===== config.mk =====
export PLATFORM = sky130hd
export DESIGN_NAME = rom_fetch_ctrl
export DESIGN_NICKNAME = d
export VERILOG_FILES = /design/src/rtl/rom_fetch_ctrl.sv
export SDC_FILE = /design/constraint.sdc
export NUM_CORES = 1
export LEC_CHECK = 0
export CAP_MARGIN = 25
export CORE_MARGIN = 1.5
export CORE_UTILIZATION = 52
export CTS_BUF_LIST = sky130_fd_sc_hd__clkbuf_8
export DETAILED_ROUTE_END_ITERATION = 8
export GPL_TIMING_DRIVEN = 0
export PLACE_DENSITY = 0.77
export SKIP_CTS_REPAIR_TIMING = 1
export SLEW_MARGIN = 20
export SYNTH_ARGS = -nofsm -noshare
export SYNTH_HDL_FRONTEND = slang
export SYNTH_SLANG_ARGS = --single-unit

===== constraint.sdc =====
create_clock -name clk_i -period 2.3 [get_ports clk_i]
set_input_delay 0.345 -clock clk_i [delete_from_list [all_inputs] [get_ports clk_i]]
set_output_delay 0.345 -clock clk_i [all_outputs]
set_load 0.02 [all_outputs]

===== src/rtl/rom_fetch_ctrl.sv =====
// Read-side controller in front of a one-cycle-latency ROM: accepts single/burst
// word reads, paces ROM chip selects by FIFO credit, and returns data FWFT with a last marker.
module rom_fetch_ctrl #(
    parameter int unsigned Width     = 32,
    parameter int unsigned Depth     = 2048,
    parameter int unsigned Aw        = $clog2(Depth),
    parameter int unsigned LenW      = 4,
    parameter int unsigned FifoDepth = 4
) (
    input  logic             clk_i,
    input  logic             rst_ni,
    input  logic             req_valid_i,
    output logic             req_ready_o,
    input  logic [Aw-1:0]    req_addr_i,
    input  logic [LenW-1:0]  req_len_i,
    output logic             rsp_valid_o,
    input  logic             rsp_ready_i,
    output logic [Width-1:0] rsp_data_o,
    output logic             rsp_last_o,
    output logic [Aw-1:0]    rom_addr_o,
    output logic             rom_cs_o,
    input  logic [Width-1:0] rom_dout_i,
    input  logic             rom_dvalid_i,
    output logic             busy_o
);

    localparam int unsigned PtrW = (FifoDepth > 1) ? $clog2(FifoDepth) : 1;
    localparam int unsigned CntW = $clog2(FifoDepth + 1);

    typedef struct packed {
        logic             last;
        logic [Width-1:0] data;
    } rsp_beat_t;

    typedef enum logic {
        IDLE,
        ISSUE
    } state_e;

    state_e          state_q, state_d;
    logic [Aw-1:0]   addr_q, addr_d;
    logic [LenW-1:0] rem_q, rem_d;
    logic            issue_cs;
    logic            idle_ready;
    logic            last_beat;
    logic            credit;

    logic            inflight_q;
    logic            inflight_last_q;

    rsp_beat_t       mem_q [FifoDepth];
    logic [PtrW-1:0] wr_ptr_q;
    logic [PtrW-1:0] rd_ptr_q;
    logic [CntW-1:0] count_q;
    logic [CntW:0]   occupancy;
    logic            fifo_empty;
    logic            push;
    logic            pop;
    rsp_beat_t       head;

    function automatic logic [PtrW-1:0] ptr_inc(input logic [PtrW-1:0] p);
        return (p == PtrW'(FifoDepth - 1)) ? '0 : p + PtrW'(1);
    endfunction

    // Credit counts words already buffered plus the one possibly in flight from the ROM.
    assign occupancy = {1'b0, count_q} + (CntW + 1)'(inflight_q);
    assign credit    = occupancy < (CntW + 1)'(FifoDepth);
    assign last_beat = (rem_q == '0);

    // Next-state and issue logic.
    always_comb begin
        state_d    = state_q;
        addr_d     = addr_q;
        rem_d      = rem_q;
        issue_cs   = 1'b0;
        idle_ready = 1'b0;
        case (state_q)
            IDLE: begin
                idle_ready = 1'b1;
                if (req_valid_i) begin
                    addr_d  = req_addr_i;
                    rem_d   = req_len_i;
                    state_d = ISSUE;
                end
            end
            ISSUE: begin
                if (credit) begin
                    issue_cs = 1'b1;
                    addr_d   = (addr_q == Aw'(Depth - 1)) ? '0 : addr_q + Aw'(1);
                    if (last_beat) begin
                        state_d = IDLE;
                    end else begin
                        rem_d = rem_q - LenW'(1);
                    end
                end
            end
            default: state_d = IDLE;
        endcase
    end

    always_ff @(posedge clk_i) begin
        if (!rst_ni) begin
            state_q <= IDLE;
            addr_q  <= '0;
            rem_q   <= '0;
        end else begin
            state_q <= state_d;
            addr_q  <= addr_d;
            rem_q   <= rem_d;
        end
    end

    // In-flight tracking: the ROM answers exactly one cycle after each chip select.
    always_ff @(posedge clk_i) begin
        if (!rst_ni) begin
            inflight_q      <= 1'b0;
            inflight_last_q <= 1'b0;
        end else begin
            inflight_q <= issue_cs;
            if (issue_cs) begin
                inflight_last_q <= last_beat;
            end
        end
    end

    assign fifo_empty = (count_q == '0);
    assign push       = rom_dvalid_i & inflight_q;
    assign pop        = rsp_valid_o & rsp_ready_i;
    assign head       = mem_q[rd_ptr_q];

    // Storage carries no reset; outputs are masked while the FIFO is empty.
    always_ff @(posedge clk_i) begin
        if (push) begin
            mem_q[wr_ptr_q] <= '{last: inflight_last_q, data: rom_dout_i};
        end
    end

    always_ff @(posedge clk_i) begin
        if (!rst_ni) begin
            wr_ptr_q <= '0;
            rd_ptr_q <= '0;
            count_q  <= '0;
        end else begin
            if (push) begin
                wr_ptr_q <= ptr_inc(wr_ptr_q);
            end
            if (pop) begin
                rd_ptr_q <= ptr_inc(rd_ptr_q);
            end
            case ({push, pop})
                2'b10:   count_q <= count_q + CntW'(1);
                2'b01:   count_q <= count_q - CntW'(1);
                default: count_q <= count_q;
            endcase
        end
    end

    // All host- and ROM-facing outputs read zero while reset is held.
    assign req_ready_o = rst_ni & idle_ready;
    assign rom_cs_o    = rst_ni & issue_cs;
    assign rom_addr_o  = rst_ni ? addr_q : '0;
    assign rsp_valid_o = rst_ni & ~fifo_empty;
    assign rsp_data_o  = rsp_valid_o ? head.data : '0;
    assign rsp_last_o  = rsp_valid_o & head.last;
    assign busy_o      = rst_ni & ((state_q == ISSUE) | inflight_q | ~fifo_empty);

endmodule


After elaboration in Yosys (flattened, before gate mapping)
Memory sizes are Yosys's and may differ from the RTL's. A register that Yosys moved wholly into a read port is not among the register bits.
Cells that the tools add are included.
{"block": "word_totals", "regBits": 25, "latchBits": 0, "ram_bits": 132, "romBits": 0, "in_bits": 52, "out_inout_bits": 48, "word_cells": 65, "memories": 1}
{"name": "mem_q", "depth": 4, "width": 33, "read_ports": 1, "rd_clocked_by_memory_dff": 1, "write_ports": 1, "line_no": "51", "source": "rsp_beat_t mem_q [FifoDepth];"}
{"block": "classes", "add_sub_neg": 7, "multipliers": 0, "n_div": 0, "n_lt_le_gt_ge": 1, "n_eq_ne": 8, "n_shift": 0, "mux": 24, "bitwise_logic": 11, "reduce_logical": 5}
{"operator": "11-bit 2-to-1 mux", "count": 4}
{"operator": "32-bit 2-to-1 mux", "count": 1}
{"operator": "11-bit one-hot mux with 2 select lines", "count": 1}
{"operator": "4-bit 2-to-1 mux", "count": 3}
{"operator": "11-bit by 1-bit adder with 11-bit output, second input constant", "count": 1}
{"operator": "11-bit == test, second input constant", "count": 1}
{"operator": "1-bit 2-to-1 mux", "count": 8}
{"operator": "2-bit 2-to-1 mux", "count": 4}
{"operator": "4-bit one-hot mux with 2 select lines", "count": 1}
{"operator": "1-bit AND", "count": 7}
{"operator": "2-bit == test, second input constant", "count": 3}
{"operator": "3-bit one-hot mux with 2 select lines", "count": 1}
{"operator": "2-bit by 1-bit adder with 2-bit output, second input constant", "count": 2}
{"operator": "3-bit by 1-bit adder with 4-bit output", "count": 1}
{"operator": "4-bit zero test", "count": 1}
{"operator": "4-bit by 3-bit less-than comparator with 1-bit output, second input constant", "count": 1}
{"operator": "2-bit inequality test, second input constant", "count": 2}
{"operator": "4-bit by 1-bit subtractor with 4-bit output, second input constant", "count": 1}
{"operator": "3-bit by 1-bit adder with 3-bit output, second input constant", "count": 1}
{"operator": "3-bit zero test", "count": 1}
{"operator": "3-bit AND reduction", "count": 1}
{"operator": "3-bit by 1-bit subtractor with 3-bit output, second input constant", "count": 1}
{"operator": "2-bit by 1-bit == test with 1-bit output, second input constant", "count": 1}
{"operator": "2-bit by 1-bit inequality test with 1-bit output, second input constant", "count": 1}
{"operator": "5 further kinds", "count": 7}

Depth between registers and ports, before layout
{"block": "depth", "ltp_word": 6, "ltp_mapped": 9}

Worst setup path after synthesis
OpenSTA, ideal clock, no wires.
{"block": "synth_path", "path_type": "register to register", "start": "register count_q[0]", "end": "register count_q[2]", "setup_ns": 0.076, "t_arrival_ns": 1.957, "required_time_ns": 2.224, "path_slack_ns": 0.268, "path_stages_with_launch": 10, "path_cell_list": "dfxtp_1 o31a_1 nand2_1 inv_1 ha_1 inv_1 fa_1 xor2_1 or3_1 a21boi_0"}
{"block": "synth_between", "elab_chain_cells": 6, "word_cells_on_any_way": 10}
{"item": "start, declared", "line_no": "54", "source": "logic [CntW-1:0] count_q;"}
{"item": "start signal, assigned", "line_no": "151", "source": "2'b10: count_q <= count_q + CntW'(1);"}
{"item": "start signal, assigned", "line_no": "152", "source": "2'b01: count_q <= count_q - CntW'(1);"}
{"item": "start signal, assigned", "line_no": "153", "source": "default: count_q <= count_q;"}
{"item": "3-bit zero test (*)", "line_no": "126", "source": "assign fifo_empty = (count_q == '0);"}
{"item": "1-bit NOT (*)", "line_no": "162", "source": "assign rsp_valid_o = rst_ni & ~fifo_empty;"}
{"item": "1-bit AND (*)", "line_no": "162"}
{"item": "1-bit AND (*)", "line_no": "128", "source": "assign pop = rsp_valid_o & rsp_ready_i;"}
{"item": "net pop", "line_no": "58", "source": "logic pop;"}
{"item": "2-bit by 1-bit == test with 1-bit output / 2-bit == test (equally long branches)", "line_no": "150", "source": "case ({push, pop})"}
{"item": "3-bit one-hot mux with 2 select lines / 2-bit nonzero test (equally long branches)"}
The timed path passes the listed nets; every way through them passes the cells marked *.
A chain may end at the register's enable or synchronous reset.

==> results by group <==
Detailed routing
  • Via-per-instance ratio: roughly 5.6
  • Drt drc: 0
  • WL final: around 14000 um
  • First-pass iteration count of the detailed router: 5
  • Starting DRT DRC Count: between 200 and 300
  • Antenna Nets Post-Route: 0
  • Routed WL per cell: ~18 um
  • Routed vias: roughly 4000

Cells and area
  • Ant. Diodes: 0
  • Area Overhead vs Synth: 30.35%
  • Share of layout cells above drive strength 1: slightly above 30%
  • Nets: 610
  • Cell Count, Final, Fillers Out: between 700 and 800
  • Post-layout instance area: a little under 0.009 sq mm

CTS
  • Maximum buffer depth of the clock tree: 2
  • Clock sink count: 159
  • Root buf cell: clkbuf_8
  • Cts bufs inserted: 17
  • Clk slew on worst S/H paths: approximately 90 ps
  • TritonCTS clock tree: done
  • Clk Latency, worst-skew pair: between 400 and 500 ps
  • H-tree Lvls: 4

Floorplanning
  • # IOs: 100
  • Initial core utilization: between 50% and 60%
  • Chip height: around 120 um
  • # rows: ~40
  • Core ar.: roughly 0.013 sq mm
  • Die W: ~120 um
  • Die area: between 0.01 and 0.015 sq mm

Synth
  • Yosys top cell area share: slightly below 60%
  • Syn Area/Cell: around 16 sq um
  • Synth area leaders: edfxtp_1 (59%), mux4_2 (11%), dfxtp_1 (8.1%), and2_1 (4.1%), ha_1 (1.7%)
  • Most used DFF post-synth: edfxtp_1
  • Syn Inst Count: ~420
  • Commonest cells in the netlist: edfxtp_1 (132), and2_1 (44), mux4_2 (33)
  • EDFF count, synth: about 130
  • Synth Cell Area: 0.006679 sq mm
  • Most numerous cell in the Yosys netlist: edfxtp_1
  • Synth cell types: 48
  • Syn. warnings: 0
  • Area leader, netlist: edfxtp_1
  • Mapped Nets: 479
  • Ys async rst share: 0%
  • Register bit total from synthesis: between 150 and 200
  • Sequential area share after synthesis: between 60% and 70%

Timing
  • RSZ-0062 raised after global routing: true
  • Hold violation count in the final report: 0
  • Tightest Pin Transition: 593.4 ps
  • Clock skew: approximately 15 ps
  • FMAX: approximately 420 MHz
  • Relative slew slack: roughly 60%
  • Tmin final: ~2400 ps
  • Slew Viols, Final: 0
  • Final worst-path cycle share: 104.0%
  • # setup viols final: 14
  • PnR worst setup slack: -92.46 ps

Pwr
  • Pwr/cell area: between 600 and 700 mW/mm^2
  • Worst vdd ir: about 0.32 mV
  • Pwr Total: 5.836 mW
  • LEAKAGE: between 3 and 4 nW

Worst setup path
  • Crit path kind: flip-flop to primary output
  • Worst EP required: approximately 2000 ps
  • R2R cell count: 10
  • R2R Path End: count_q[2]
  • Crit path launch type: flip-flop
  • FF-to-FF Start: count_q[2]
  • Critical path arrival: ~2100 ps
  • Flop2flop setup slack: 120 ps
  • Crit-path max FO: 5
  • Worst setup EP type: primary output

Min path
  • Hold path depth: 3
  • Type of the most critical hold path: primary input to flip-flop
  • Hold Path Sink: rem_q[3]
  • Critical hold path startpoint: rst_ni

Placed design
  • Placed wire-length estimate: 8635 um
  • PortBufs: 99
  • GPL Wtd Cong: between 0.8 and 0.9
  • Placed cell areas: 0.007978 sq mm
  • Placed cell count: 692

Global route
  • Met2 Usage GRT: a little over a third
  • Met1 Track Usage GR: 25.05%
  • Total GRT Usage: about a fifth
  • Top Usage Layer GRT: met2
  • Pin count of the biggest net entering global routing: 28
  • Initial antenna violation count: 1
  • GR Util met3: ~5.4%
  • Vias in the first global route: between 3000 and 4000
  • First-pass GRT wire length: a little over 20000 um
  • Total grt overflow: 0

Run status
  • Failing checks: negative setup slack
  • Outcome: finished with violations

Job
  • Max-cap viol count: 0
-- metrics by stage --
step	setup slack, ps	util [%]	hold slack [ps]	TNS (ps)
2_1_floorplan	267.7	-	443.9	0
3_3_place_gp	-625.0	62.74	470.8	-75050
3_5_place_dp	-613.3	63.47	477.1	-19100
4_1_cts	-795.1	66.34	483.8	-25710
5_1_grt	-162.6	69.27	400.0	-2019
6_report	-92.46	69.27	393.1	-461.0
-- layout by cell type, fill, tap and decap left out, types with 5 or more instances in the layout --
| cell type | instances |
|---|---|
| clkbuf_4 | 6 |
| edfxtp_1 | 132 |
| buf_6 | 36 |
| nand3_1 | 11 |
| ha_1 | 9 |
| a21oi_1 | 10 |
| a21boi_0 | 6 |
| mux4_2 | 33 |
| and2_1 | 15 |
| and3_1 | 7 |
| o21ai_0 | 13 |
| inv_1 | 19 |
| dfxtp_1 | 23 |
| clkdlybuf4s50_1 | 53 |
| nand2_1 | 19 |
| and2_4 | 29 |
| nor2b_1 | 5 |
| clkinv_2 | 6 |
| o31a_1 | 7 |
| buf_12 | 7 |
| dlymetal6s2s_1 | 15 |
| clkbuf_8 | 17 |
| nor2_1 | 6 |
-- routing by layer --
| metal | vias up | part of all wire, % | routed length [um] |
|---|---|---|---|
| met5 | - | 0 | 0 |
| met4 | 0 | 0.92 | 125 |
| met3 | 12 | 5.6 | 757 |
| met2 | 136 | 52 | 7035 |
| met1 | 2047 | 41 | 5607 |
| li1 | 1875 | - | - |
-- worst max-delay path by stage --
stage               startpoint        endpoint  cells after the start
floorplan           count_q[0]      count_q[2]                      9
global placement        rst_ni  rsp_data_o[21]                      5
detailed placement      rst_ni  rsp_data_o[21]                      5
CTS                  flip-flop  rsp_data_o[16]                      5
global route         flip-flop  rsp_data_o[13]                      7
finish               flip-flop  rsp_data_o[13]                      7
-- sequential cells by signal (all words and copies together) (netlist names), named ones only --
| name | cells |
|---|---|
| mem_q | 132 |
| state_q | 1 |
| rem_q | 4 |
| rd_ptr_q | 2 |
| count_q | 3 |
| inflight_last_q | 1 |
| inflight_q | 1 |
| wr_ptr_q | 2 |
| addr_q | 11 |
-- where the power goes --
group | switching [mW] | internal [mW] | leakage, nW | total [mW]
registers | 0.0599 | 3.18 | 1.41 | 3.24
logic | 0.322 | 0.373 | 1.68 | 0.695
clock network | 0.969 | 0.936 | 0.186 | 1.91
-- worst max-delay path, cell delays in order (launching register included) --
cell and delay [ps]:
dfxtp_2 330, buf_6 130, buf_4 110, buf_6 90, clkbuf_16 140, mux4_2 490, and2_1 160, buf_2 150
-- kinds of logic (layout without fill, tap and decap cells) --
| group | Yosys count | after routing | share of synthesized area [%] |
|---|---|---|---|
| AOI/OAI and AO/OA | 55 | 55 | 6.014 |
| xor gates and xnor gates | 3 | 3 | 0.3935 |
| and+or+nand+nor | 118 | 118 | 10.27 |
| muxes | 34 | 34 | 11.28 |
| adders and majority gates | 10 | 10 | 1.986 |
| buffers and inverters | 38 | 181 | 2.623 |
| DFF | 159 | 159 | 67.44 |
-- final cells by class --
cell class	count	area, sq um
timing repair buffer	113	1294
sequential	159	4509
clock buffer	17	234.0
buffer	19	181.4
fill	833	3862
inverter	18	67.56
multi-input combinational	220	2078
clock inverter	14	126.4
tap	172	215.2
Note: power is estimated with default switching activity, not from simulation.
